[src/rtl/dds_sweep_seq.sv]
// dds_sweep_seq: BCD frequency-sweep sequencer for the DDS oscillator bus.
// Steps a BCD frequency from F0 by a fixed BCD increment, issuing one REQ
// strobe per point, holding each point for a programmable dwell, and
// reporting busy/done/overflow. The BCD add is digit-serial, LSD first.
module dds_sweep_seq #(
  parameter int C_DIGITs  = 8,
  parameter int C_CNT_W   = 12,
  parameter int C_DWELL_W = 24
) (
  input  logic                  CK_i,
  input  logic                  RST_i,
  input  logic                  START_i,
  input  logic                  ABORT_i,
  input  logic [4*C_DIGITs-1:0] CFG_F0_DECss_i,
  input  logic [4*C_DIGITs-1:0] CFG_STEP_DECss_i,
  input  logic [C_CNT_W-1:0]    CFG_STEPs_i,
  input  logic [C_DWELL_W-1:0]  CFG_DWELLs_i,
  input  logic [1:0]            CFG_MODEs_i,
  input  logic [3:0]            CFG_GAIN_SFTs_i,
  output logic [4*C_DIGITs-1:0] BUS_FREQ_DECss_o,
  output logic [1:0]            BUS_MODEs_o,
  output logic [3:0]            BUS_GAIN_SFTs_o,
  output logic                  REQ_o,
  output logic                  BUSY_o,
  output logic                  DONE_o,
  output logic                  OVF_o,
  output logic                  BAD_o,
  output logic [C_CNT_W-1:0]    IDXs_o
);

  localparam int FW    = 4 * C_DIGITs;
  localparam int DIG_W = (C_DIGITs > 1) ? $clog2(C_DIGITs) : 1;

  typedef enum logic [2:0] {
    S_IDLE,
    S_REQ,
    S_DWELL,
    S_ADD,
    S_DONE
  } state_t;

  state_t               state_q;
  logic [FW-1:0]        step_q;       // increment shadow; rotated one digit per ADD cycle
  logic [C_CNT_W-1:0]   n_q;          // last point index
  logic [C_DWELL_W-1:0] dwell_q;      // max(DWELL,1)
  logic [C_DWELL_W-1:0] dwell_cnt_q;
  logic [FW-1:0]        work_q;       // addend shifts out at the bottom, sum shifts in at the top
  logic                 carry_q;
  logic [DIG_W-1:0]     dig_q;

  logic                 start_valid;
  logic [4:0]           digit_raw;
  logic [3:0]           sum_digit;
  logic                 sum_carry;

  // True when every nibble of a BCD word is a legal decimal digit.
  function automatic logic bcd_valid(input logic [FW-1:0] v);
    logic ok;
    ok = 1'b1;
    for (int i = 0; i < C_DIGITs; i++) begin
      if (v[4*i +: 4] > 4'd9) ok = 1'b0;
    end
    return ok;
  endfunction

  // One BCD digit of the serial add plus the start-config validity check.
  always_comb begin
    // NOTE: every always_comb output gets a default first so no path can infer a latch.
    sum_digit   = '0;
    sum_carry   = 1'b0;
    start_valid = bcd_valid(CFG_F0_DECss_i) && bcd_valid(CFG_STEP_DECss_i);
    digit_raw   = {1'b0, work_q[3:0]} + {1'b0, step_q[3:0]} + {4'd0, carry_q};
    if (digit_raw > 5'd9) begin
      sum_digit = 4'(digit_raw - 5'd10);
      sum_carry = 1'b1;
    end else begin
      sum_digit = digit_raw[3:0];
    end
  end

  // Sweep FSM with registered bus, strobe and status outputs.
  always_ff @(posedge CK_i) begin
    if (RST_i) begin
      // NOTE: there is no memory array here, so every register is cheap to reset and all are.
      state_q          <= S_IDLE;
      step_q           <= '0;
      n_q              <= '0;
      dwell_q          <= '0;
      dwell_cnt_q      <= '0;
      work_q           <= '0;
      carry_q          <= 1'b0;
      dig_q            <= '0;
      BUS_FREQ_DECss_o <= '0;
      BUS_MODEs_o      <= '0;
      BUS_GAIN_SFTs_o  <= '0;
      REQ_o            <= 1'b0;
      BUSY_o           <= 1'b0;
      DONE_o           <= 1'b0;
      OVF_o            <= 1'b0;
      BAD_o            <= 1'b0;
      IDXs_o           <= '0;
    end else begin
      // NOTE: sequential state uses <= so every register samples pre-edge values.
      REQ_o  <= 1'b0;
      DONE_o <= 1'b0;
      BAD_o  <= 1'b0;

      if (state_q != S_IDLE && ABORT_i) begin
        // Abort outranks everything: strobes stay low, outputs and OVF hold.
        state_q <= S_IDLE;
        BUSY_o  <= 1'b0;
      end else begin
        unique case (state_q)
          S_IDLE: begin
            if (START_i && !ABORT_i) begin
              if (start_valid) begin
                step_q           <= CFG_STEP_DECss_i;
                n_q              <= CFG_STEPs_i;
                dwell_q          <= (CFG_DWELLs_i == '0) ? C_DWELL_W'(1) : CFG_DWELLs_i;
                BUS_FREQ_DECss_o <= CFG_F0_DECss_i;
                BUS_MODEs_o      <= CFG_MODEs_i;
                BUS_GAIN_SFTs_o  <= CFG_GAIN_SFTs_i;
                IDXs_o           <= '0;
                OVF_o            <= 1'b0;
                REQ_o            <= 1'b1;
                BUSY_o           <= 1'b1;
                state_q          <= S_REQ;
              end else begin
                BAD_o <= 1'b1;
              end
            end
          end

          S_REQ: begin
            dwell_cnt_q <= dwell_q;
            state_q     <= S_DWELL;
          end

          S_DWELL: begin
            if (dwell_cnt_q == C_DWELL_W'(1)) begin
              if (IDXs_o == n_q) begin
                DONE_o  <= 1'b1;
                state_q <= S_DONE;
              end else begin
                work_q  <= BUS_FREQ_DECss_o;
                carry_q <= 1'b0;
                dig_q   <= '0;
                state_q <= S_ADD;
              end
            end else begin
              dwell_cnt_q <= dwell_cnt_q - C_DWELL_W'(1);
            end
          end

          S_ADD: begin
            work_q  <= {sum_digit, work_q[FW-1:4]};
            step_q  <= {step_q[3:0], step_q[FW-1:4]};
            carry_q <= sum_carry;
            dig_q   <= dig_q + DIG_W'(1);
            if (dig_q == DIG_W'(C_DIGITs - 1)) begin
              if (sum_carry) begin
                // Sum does not fit: keep the last good frequency and finish.
                OVF_o   <= 1'b1;
                DONE_o  <= 1'b1;
                state_q <= S_DONE;
              end else begin
                BUS_FREQ_DECss_o <= {sum_digit, work_q[FW-1:4]};
                IDXs_o           <= IDXs_o + C_CNT_W'(1);
                REQ_o            <= 1'b1;
                state_q          <= S_REQ;
              end
            end
          end

          S_DONE: begin
            BUSY_o  <= 1'b0;
            state_q <= S_IDLE;
          end

          default: begin
            BUSY_o  <= 1'b0;
            state_q <= S_IDLE;
          end
        endcase
      end
    end
  end

endmodule

[config.mk]
export PLATFORM = sky130hd
export DESIGN_NAME = dds_sweep_seq
export DESIGN_NICKNAME = d
export VERILOG_FILES = /design/src/rtl/dds_sweep_seq.sv
export SDC_FILE = /design/constraint.sdc
export NUM_CORES = 1
export LEC_CHECK = 0
export CAP_MARGIN = 20
export CORE_MARGIN = 2
export CORE_UTILIZATION = 35
export CTS_CLUSTER_DIAMETER = 30
export DETAILED_ROUTE_END_ITERATION = 12
export DONT_BUFFER_PORTS = 1
export SLEW_MARGIN = 20
export SYNTH_ARGS = -nofsm -noshare
export SYNTH_HDL_FRONTEND = slang
export SYNTH_SLANG_ARGS = --single-unit
[constraint.sdc]
create_clock -name CK_i -period 8.8 [get_ports CK_i]
set_input_delay 1.32 -clock CK_i [delete_from_list [all_inputs] [get_ports CK_i]]
set_output_delay 1.32 -clock CK_i [all_outputs]
set_load 0.005 [all_outputs]
==> results.toml, run 1 <==
[status]
status = "completed"

[timing]
min_period_over_period = 0.507
period_minus_slack_ns = 4.46
fmax_ghz = 0.224
fin_ws_ns = 4.34
finalClockSkew_ns = 0.0182
whs_ns = 0.455
finalSetupViolations = 0
tightest_slew_ns = 0.989
slew_headroom = 0.339
timing.final.hold_violations = 0
rsz0062_at_grt = "no"
report.final.slew_viol_count = 0
fin_setup_tns_ns = 0

[drt]
wire_per_inst_um = 19.1
drtAntennaViolNets = 0
drc = 0
drt-pass1-iter-count = 5
vias_per_cell = 5.81
wl_um = 26700
vias = 8125
drtIter0Drc = 688

[logic_synthesis]
synth_compound_area_frac = 0.259
async_flop_share = 0
yosysSeqAreaShare = 0.413
synth_cell_types = 71
yosysWarnings = 0
syn_area_um2 = 9020
synthFlopType = "dfxtp_1"
synth_xor_area_frac = 0.0136
yosys-mux-area-fraction = 0.00125
synthSimpleGateAreaFrac = 0.241
avgSynthCellArea_um2 = 8.04
syn_inst = 1122
syn-num-nets = 1243
synth_edf_count = 0
synthAdderAreaFrac = 0.0169
synth_top_family_by_area = "compound AO/OA/AOI/OAI gates"
synth_seq_cells = 186

[floorplanning]
io_pins = 165
start_util = 0.357
core-area_um2 = 25300
die_height_um = 165
die_x_um = 165
rows = 58
dieArea_um2 = 27100

[cells_and_area]
nets = 1176
multi_input_area_um2 = 4840
fill_cells = 2608
final_util = 0.383
final_cells = 1398
seq_area_um2 = 3720
diodes = 0
syn_to_final_growth_pct = 7.40
drive_gt1_frac = 0.0665
design_area_um2 = 9680

[setup_path]
crit_fanout = 21
required_ns = 9.18
slowest_delay_ns = 0.89
slowest_stage = "a21oi_2"
cp_num_buf_inv = 2
critical_path_class = "flip-flop to flip-flop"
worstReg2RegStart = "step_q[0]$_SDFFE_PP0P_"
regToRegSetupSlack_ns = 4.34
cp.arrival_ns = 4.84
path_cells = "fa_1, fa_1, xor2_1, inv_1, ha_1, inv_1, o22ai_1, o31ai_4, nand2_1, a21oi_2, mux2_2"
crit_family = "compound AO/OA/AOI/OAI gates"
startpoint_type = "flip-flop"
reg2reg_depth = 11
cp-end-kind = "flip-flop"
crit-reg2reg-capture = "IDXs_o[0]$_SDFFE_PP0P_"

[place]
hpwl_um = 17600
gp_congestion = 0.802
portBuffers = 0
postPlaceCellArea_um2 = 9070
pre_cts_slack_ns = 4.31
dp.cells = 1366

[min_path]
hp-class = "flip-flop to flip-flop"
hold_start = "dwell_q[22]$_SDFFE_PP0P_"
hold_depth = 2
holdPathEnd = "dwell_q[22]$_SDFFE_PP0P_"

[clocking]
cts_max_level = 4
cts_tree = "done"
post_cts_resized = 0
cts_max_path_buffers = 2
cts_buffers = 17
cts_setup_buffers = 0
clk_latency_ns = 0.44
clock-sinks = 186
root_buffer = "clkbuf_16"
hold_buffers = 0
cts.clk_slew.worst_paths_ns = 0.08

[power_and_ir_drop]
vdd_ir_drop_max_mv = 0.106
power_density_nw_per_um2 = 171
finalPower_mw = 1.66
p_leak_nw = 3.25

[global_route]
antenna_found_initial = 0
overflow = 0
grt_pass1_wl_um = 42200
grt_max_degree = 178
grt_usage = 0.196
grt_pass1_vias = 7610

[run]
drv_cap = 0
[worst register-to-register path: cells and delay by family (launching register included)]
kind                     cells  cell delay, ns
AO/OA/AOI/OAI                3            1.49
adder cells (fa/ha/maj)      3            1.11
AND/OR/NAND/NOR              1            0.70
flip-flops                   1            0.36
XOR/XNOR                     1            0.28
multiplexers                 1            0.28
buffers and inverters        2            0.19
[Yosys cell counts (13+ instances only)]
cell type,number,share of area
nand2_1,253,0.11
nand4_1,15,0.010
dfxtp_1,186,0.41
a311oi_1,75,0.073
o21ai_0,42,0.023
xor2_1,13,0.013
nor4_1,16,0.011
and2_1,16,0.011
nor3_1,18,0.010
buf_2,23,0.013
nor2_1,63,0.026
clkbuf_1,58,0.024
a21oi_1,146,0.081
nand2b_1,14,0.0097
[layer usage]
layer  track usage  routed length (um)  vias to the layer above  part of all wire
li1              -                   -                     3942                 -
met1         0.272               12100                     3890              0.45
met2         0.298               12100                      264              0.45
met3        0.0550                2140                       29             0.080
met4        0.0549                 412                        0             0.015
met5             0                   0                        -                 0
[layout make-up]
class | count | area share
clock inverter | 15 | 0.0186
multi-input combinational | 830 | 0.500
tap | 330 | 0.0426
clock buffer | 17 | 0.0439
timing repair buffer | 7 | 0.00543
inverter | 13 | 0.00504
sequential | 186 | 0.384
[layout by cell type, fill, tap and decap left out, types with 11 or more instances in the layout]
| master | n |
|---|---|
| a211o_1 | 12 |
| inv_1 | 11 |
| nand2_1 | 253 |
| clkbuf_16 | 17 |
| or4_1 | 12 |
| nor3_1 | 14 |
| nor4_1 | 16 |
| nor2_1 | 62 |
| o21ai_0 | 42 |
| a311oi_1 | 75 |
| dfxtp_1 | 186 |
| xor2_1 | 13 |
| nand4_1 | 15 |
| nand2b_1 | 14 |
| o31ai_1 | 12 |
| and2_1 | 16 |
| and4b_1 | 12 |
| a21oi_1 | 146 |
[flip-flops by register name (all words and copies together) (netlist names), 4 cells and up]
| register | flops |
|---|---|
| BUS_FREQ_DECss_o | 32 |
| IDXs_o | 12 |
| BUS_GAIN_SFTs_o | 4 |
| dwell_q | 24 |
| step_q | 32 |
| work_q | 32 |
| dwell_cnt_q | 24 |
| n_q | 12 |
[worst max-delay path by stage]
stage	cells after the start	slack, ns	end	from
after global routing	11	4.01	IDXs_o[0]$_SDFFE_PP0P_	step_q[0]$_SDFFE_PP0P_
after global placement	6	4.35	BUS_FREQ_DECss_o[10]$_SDFFE_PP0P_	CFG_F0_DECss_i[18]
after floorplan	8	5.71	BUS_FREQ_DECss_o[17]$_SDFFE_PP0P_	CFG_F0_DECss_i[22]
after CTS	11	4.38	IDXs_o[0]$_SDFFE_PP0P_	step_q[0]$_SDFFE_PP0P_
final	11	4.34	IDXs_o[0]$_SDFFE_PP0P_	step_q[0]$_SDFFE_PP0P_
after detailed placement	6	4.31	BUS_FREQ_DECss_o[27]$_SDFFE_PP0P_	CFG_F0_DECss_i[18]
[power by group]
| part | switching, mW | leakage (nW) | internal, mW |
|---|---|---|---|
| combinational | 0.0131 | 1.46 | 0.00699 |
| sequential | 0.000256 | 1.50 | 0.841 |
| clock | 0.388 | 0.295 | 0.409 |
[kinds of logic (layout without fill, tap and decap cells)]
group / after synthesis / in the layout
DFF: 186 / 186
AOI/OAI and AO/OA: 348 / 348
xor gates and xnor gates: 14 / 14
buffers and inverters: 106 / 52
and+or+nand+nor: 456 / 456
muxes: 1 / 1
adders and majority gates: 11 / 11
No activity file was read; power rests on OpenSTA's default activity.
==> run 2, diff against run 1 <==
==> constraint.sdc (replaced) <==
create_clock -name CK_i -period 3.8 [get_ports CK_i]
set_input_delay 0.57 -clock CK_i [delete_from_list [all_inputs] [get_ports CK_i]]
set_output_delay 0.57 -clock CK_i [all_outputs]
set_load 0.005 [all_outputs]
==> run 2 against run 1 <==
Power rose by 130%. Sequential power rose by 130%. Global-route usage rose by 0.18 points. Setup slack got worse by 3.9 ns. Combinational power rose by 120%. Largest power group unchanged. Flip-flop and latch count did not move. Utilization rose by 0.47 points.
==> results.toml, run 2 (synthesized netlist as in run 1, its figures left out) <==
[cells_and_area]
layout_commonest_cell = "nand2_1"
design_area_um2 = 9800
top_regs = "BUS_FREQ_DECss_o (32), step_q (32), work_q (32)"
final_cells = 1412
fill_cells = 2656
syn_to_final_growth_pct = 8.70
final_util = 0.388
drive_gt1_frac = 0.0786
final_cell_mix = "nand2_1 (253), dfxtp_1 (186), a21oi_1 (146)"
nets = 1190
diodes = 0

[clocking]
root_buffer = "clkbuf_16"
cts_max_path_buffers = 2
cts_buffers = 17
cts_max_level = 4
clock-sinks = 186
cts_tree = "done"
cts.clk_slew.worst_paths_ns = 0.08
hold_buffers = 0
clk_latency_ns = 0.44

[timing]
report.final.slew_viol_count = 0
tightest_slew_ns = 0.922
min_period_over_period = 0.874
fmax_ghz = 0.301
fin_setup_tns_ns = 0
timing.final.hold_violations = 0
slew_headroom = 0.386
finalClockSkew_ns = 0.0160
finalSetupViolations = 0
rsz0062_at_grt = "no"
period_minus_slack_ns = 3.32

[power_and_ir_drop]
power_density_nw_per_um2 = 391
vdd_ir_drop_max_mv = 0.299
finalPower_mw = 3.83
p_leak_nw = 3.32

[setup_path]
critical_path_class = "flip-flop to flip-flop"
startpoint_type = "flip-flop"
required_ns = 4.16
cp-end-kind = "flip-flop"
crit_fanout = 21
cp.arrival_ns = 3.68

[drt]
drc = 0
drtIter0Drc = 695
vias = 8179
wl_um = 27100
wire_per_inst_um = 19.2
vias_per_cell = 5.79
drt-pass1-iter-count = 5
drtAntennaViolNets = 0

[floorplanning]
start_util = 0.357
die_height_um = 165
io_pins = 165
die_x_um = 165
core-area_um2 = 25300
dieArea_um2 = 27100
rows = 58

[place]
dp.cells = 1377
postPlaceCellArea_um2 = 9160
portBuffers = 0
hpwl_um = 18100
gp_congestion = 0.862

[global_route]
overflow = 0
grt_pass1_wl_um = 42400
grt_pass1_vias = 7494
antenna_found_initial = 0
grt_max_degree = 178
grt_usage = 0.198

[status]
status = "completed"

[min_path]
hp-class = "input port to flip-flop"

[run]
drv_cap = 0
## run 2: cell count changes in the layout (fill, tap and decap cells not counted), moves of 2 or more
cell / delta
inv_8: +2
clkinvlp_4: +2
inv_6: -3
buf_4: +13
## run 2: cell type report
cell class | count | area [um^2] | share of cell area
multi-input combinational | 830 | 4840 | 0.494
sequential | 186 | 3720 | 0.380
clock buffer | 17 | 425 | 0.0434
tap | 330 | 413 | 0.0421
clock inverter | 15 | 179 | 0.0183
timing repair buffer | 21 | 170 | 0.0174
inverter | 13 | 48.8 | 0.00498
## run 2: worst paths after layout
check                                from                 endpoint  slack, ns  depth (start not counted)
hold / removal                      RST_i  work_q[11]$_SDFFE_PP0P_       0.21                          1
hold reg to reg   dwell_q[9]$_SDFFE_PP0P_  dwell_q[9]$_SDFFE_PP0P_       0.46                          2
setup / recovery   step_q[0]$_SDFFE_PP0P_   IDXs_o[8]$_SDFFE_PP0P_       0.48                         12
setup reg to reg   step_q[0]$_SDFFE_PP0P_   IDXs_o[8]$_SDFFE_PP0P_       0.48                         12
## run 2: critical path, cell delays in order (launching register included)
cell and delay [ns]:
dfxtp_1 0.34, fa_1 0.47, fa_1 0.42, xor2_1 0.19, inv_1 0.10, ha_1 0.16, inv_1 0.06, o22ai_1 0.25
o31ai_4 0.14, and2_1 0.25, buf_4 0.22, or4_1 0.49, a21oi_1 0.15
## run 2: what timing repair did
item                       CTS  global route
setup endpoints to repair    0            15
setup buffers                0             3
hold endpoints to repair     0             0
gates resized for setup      0             1
## run 2: through the flow
stage          worst slack (ns)  hold slack (ns)
6_report                  0.479            0.205
5_1_grt                   0.158            0.193
4_1_cts                   0.149            0.194
3_5_place_dp              0.151            0.447
3_3_place_gp              0.309            0.444
2_1_floorplan             0.753            0.433
## run 2: per-layer routing
layer  share of wire  global-route usage
met4           0.022              0.0688
met5               0                   0
met2            0.44               0.289
met1            0.45               0.277
met3           0.082              0.0583
## run 2: power by group
part           internal, mW  switching [mW]
Sequential             1.95        0.000448
Combinational        0.0164          0.0278
Clock                 0.946           0.890
==> run 3, diff against run 2 <==
--- a/config.mk
+++ b/config.mk
@@ -11,6 +11,7 @@
 export CTS_CLUSTER_DIAMETER = 30
 export DETAILED_ROUTE_END_ITERATION = 12
 export DONT_BUFFER_PORTS = 1
+export REMOVE_ABC_BUFFERS = 1
 export SLEW_MARGIN = 20
 export SYNTH_ARGS = -nofsm -noshare
 export SYNTH_HDL_FRONTEND = slang
==> constraint.sdc (replaced) <==
create_clock -name CK_i -period 3.8 [get_ports CK_i]
set_input_delay 0.57 -clock CK_i [delete_from_list [all_inputs] [get_ports CK_i]]
set_output_delay 0.57 -clock CK_i [all_outputs]
set_load 0.02 [all_outputs]
==> run 3 against run 2 <==
Highest routed layer unchanged. Critical endpoint is now BUS_FREQ_DECss_o[25]$_SDFFE_PP0P_. Clock-buffer cell count increased by 1. Die area unchanged. Largest cell class unchanged. Sequential power about the same. Routed wire length decreased by 2.4%. Utilization about the same.
==> results.toml, run 3 (synthesized netlist as in run 1, its figures left out) <==
[status]
status = "completed"

[setup_path]
cp.arrival_ns = 3.88
required_ns = 4.12
startpoint_type = "flip-flop"
cp-end-kind = "flip-flop"
critical_path_class = "flip-flop to flip-flop"
crit_fanout = 13

[power_and_ir_drop]
p_leak_nw = 3.32
power_density_nw_per_um2 = 387
vdd_ir_drop_max_mv = 0.250
finalPower_mw = 3.80

[floorplanning]
io_pins = 165
start_util = 0.357
core-area_um2 = 25300
die_x_um = 165
die_height_um = 165
dieArea_um2 = 27100
rows = 58

[cells_and_area]
top_regs = "BUS_FREQ_DECss_o (32), step_q (32), work_q (32)"
drive_gt1_frac = 0.0777
layout_commonest_cell = "nand2_1"
nets = 1189
syn_to_final_growth_pct = 8.76
fill_cells = 2636
final_cell_mix = "nand2_1 (253), dfxtp_1 (186), a21oi_1 (146)"

[clocking]
cts_setup_buffers = 0
post_cts_resized = 0
cts_max_level = 4
clock-sinks = 186
cts_tree = "done"
cts_max_path_buffers = 2
hold_buffers = 0
root_buffer = "clkbuf_16"
cts.clk_slew.worst_paths_ns = 0.08
cts_buffers = 17
clk_latency_ns = 0.44

[drt]
vias_per_cell = 5.78
drtAntennaViolNets = 0
drt-pass1-iter-count = 5
drtIter0Drc = 602
vias = 8161
wire_per_inst_um = 18.7
wl_um = 26400
drc = 0

[global_route]
grt_usage = 0.194
grt_max_degree = 178
grt_pass1_wl_um = 41500
grt_pass1_vias = 7754
antenna_found_initial = 1
overflow = 0

[timing]
slew_headroom = 0.418
min_period_over_period = 0.936
rsz0062_at_grt = "no"
timing.final.hold_violations = 0
report.final.slew_viol_count = 0
whs_ns = 0.219
tightest_slew_ns = 0.870
finalSetupViolations = 0
period_minus_slack_ns = 3.56
fmax_ghz = 0.281
finalClockSkew_ns = 0.0226

[min_path]
hp-class = "input port to flip-flop"

[place]
gp_congestion = 0.842
hpwl_um = 17300
portBuffers = 0

[run]
drv_cap = 0
==> run 3: changes by cell type in the layout (fill, tap and decap cells not counted), sizes merged <==
cell / before / now
clkinv: 5 / 8
clkinvlp: 3 / 0
buf: 21 / 20
bufinv: 1 / 0
clkbuf: 17 / 18
diode: 0 / 1
==> run 3: final timing paths <==
| path | end | slack [ns] | depth (start not counted) | startpoint |
|---|---|---|---|---|
| max reg2reg | BUS_FREQ_DECss_o[25]$_SDFFE_PP0P_ | 0.24 | 11 | step_q[0]$_SDFFE_PP0P_ |
| min | BUS_GAIN_SFTs_o[2]$_SDFFE_PP0P_ | 0.22 | 1 | RST_i |
| min reg2reg | dwell_q[3]$_SDFFE_PP0P_ | 0.46 | 2 | dwell_q[3]$_SDFFE_PP0P_ |
| max | BUS_FREQ_DECss_o[25]$_SDFFE_PP0P_ | 0.24 | 11 | step_q[0]$_SDFFE_PP0P_ |
==> run 3: cell type report <==
cell class / count / area (um^2) / area share
sequential: 186 / 3720 / 0.380
multi-input combinational: 830 / 4830 / 0.493
timing repair buffer: 20 / 175 / 0.0179
clock buffer: 18 / 439 / 0.0448
antenna: 1 / 2.50 / 0.000255
clock inverter: 14 / 170 / 0.0174
inverter: 13 / 48.8 / 0.00498
tap: 330 / 413 / 0.0421
==> run 3: power breakdown <==
part | switching, mW | internal (mW) | total, mW
Combinational | 0.0247 | 0.0170 | 0.0417
Sequential | 0.00101 | 1.95 | 1.95
Clock | 0.896 | 0.911 | 1.81
==> run 3: stage by stage <==
| step | cells | utilization | worst slack [ns] | TNS (ns) | cell area [um^2] |
|---|---|---|---|---|---|
| after floorplan | 1029 | - | -2.84 | -163.80 | 8570 |
| final | 1412 | 0.388 | 0.242 | 0 | 9810 |
| after CTS | 1411 | 0.388 | 0.268 | 0 | 9800 |
| after global placement | 1379 | 0.364 | 0.476 | 0 | 9190 |
| after global routing | 1412 | 0.388 | 0.0440 | 0 | 9810 |
| after detailed placement | 1379 | 0.364 | 0.289 | 0 | 9190 |
==> run 3: critical path, stage by stage, from the launching register on <==
cell	delay, ns
dfxtp_1	0.35
fa_1	0.47
fa_1	0.41
xor2_1	0.30
inv_1	0.11
ha_1	0.22
inv_1	0.08
o22ai_1	0.11
o31ai_4	0.51
nor2_1	0.37
and4b_1	0.30
a211o_1	0.23
==> run 3: routing by layer <==
| layer | GRT usage | wire (um) | vias to the layer above | share of wire |
|---|---|---|---|---|
| met5 | 0 | 0 | - | 0 |
| met4 | 0.0462 | 246 | 0 | 0.0093 |
| met3 | 0.0615 | 2310 | 13 | 0.087 |
| met2 | 0.316 | 12300 | 281 | 0.46 |
| met1 | 0.250 | 11600 | 3895 | 0.44 |
| li1 | - | - | 3972 | - |
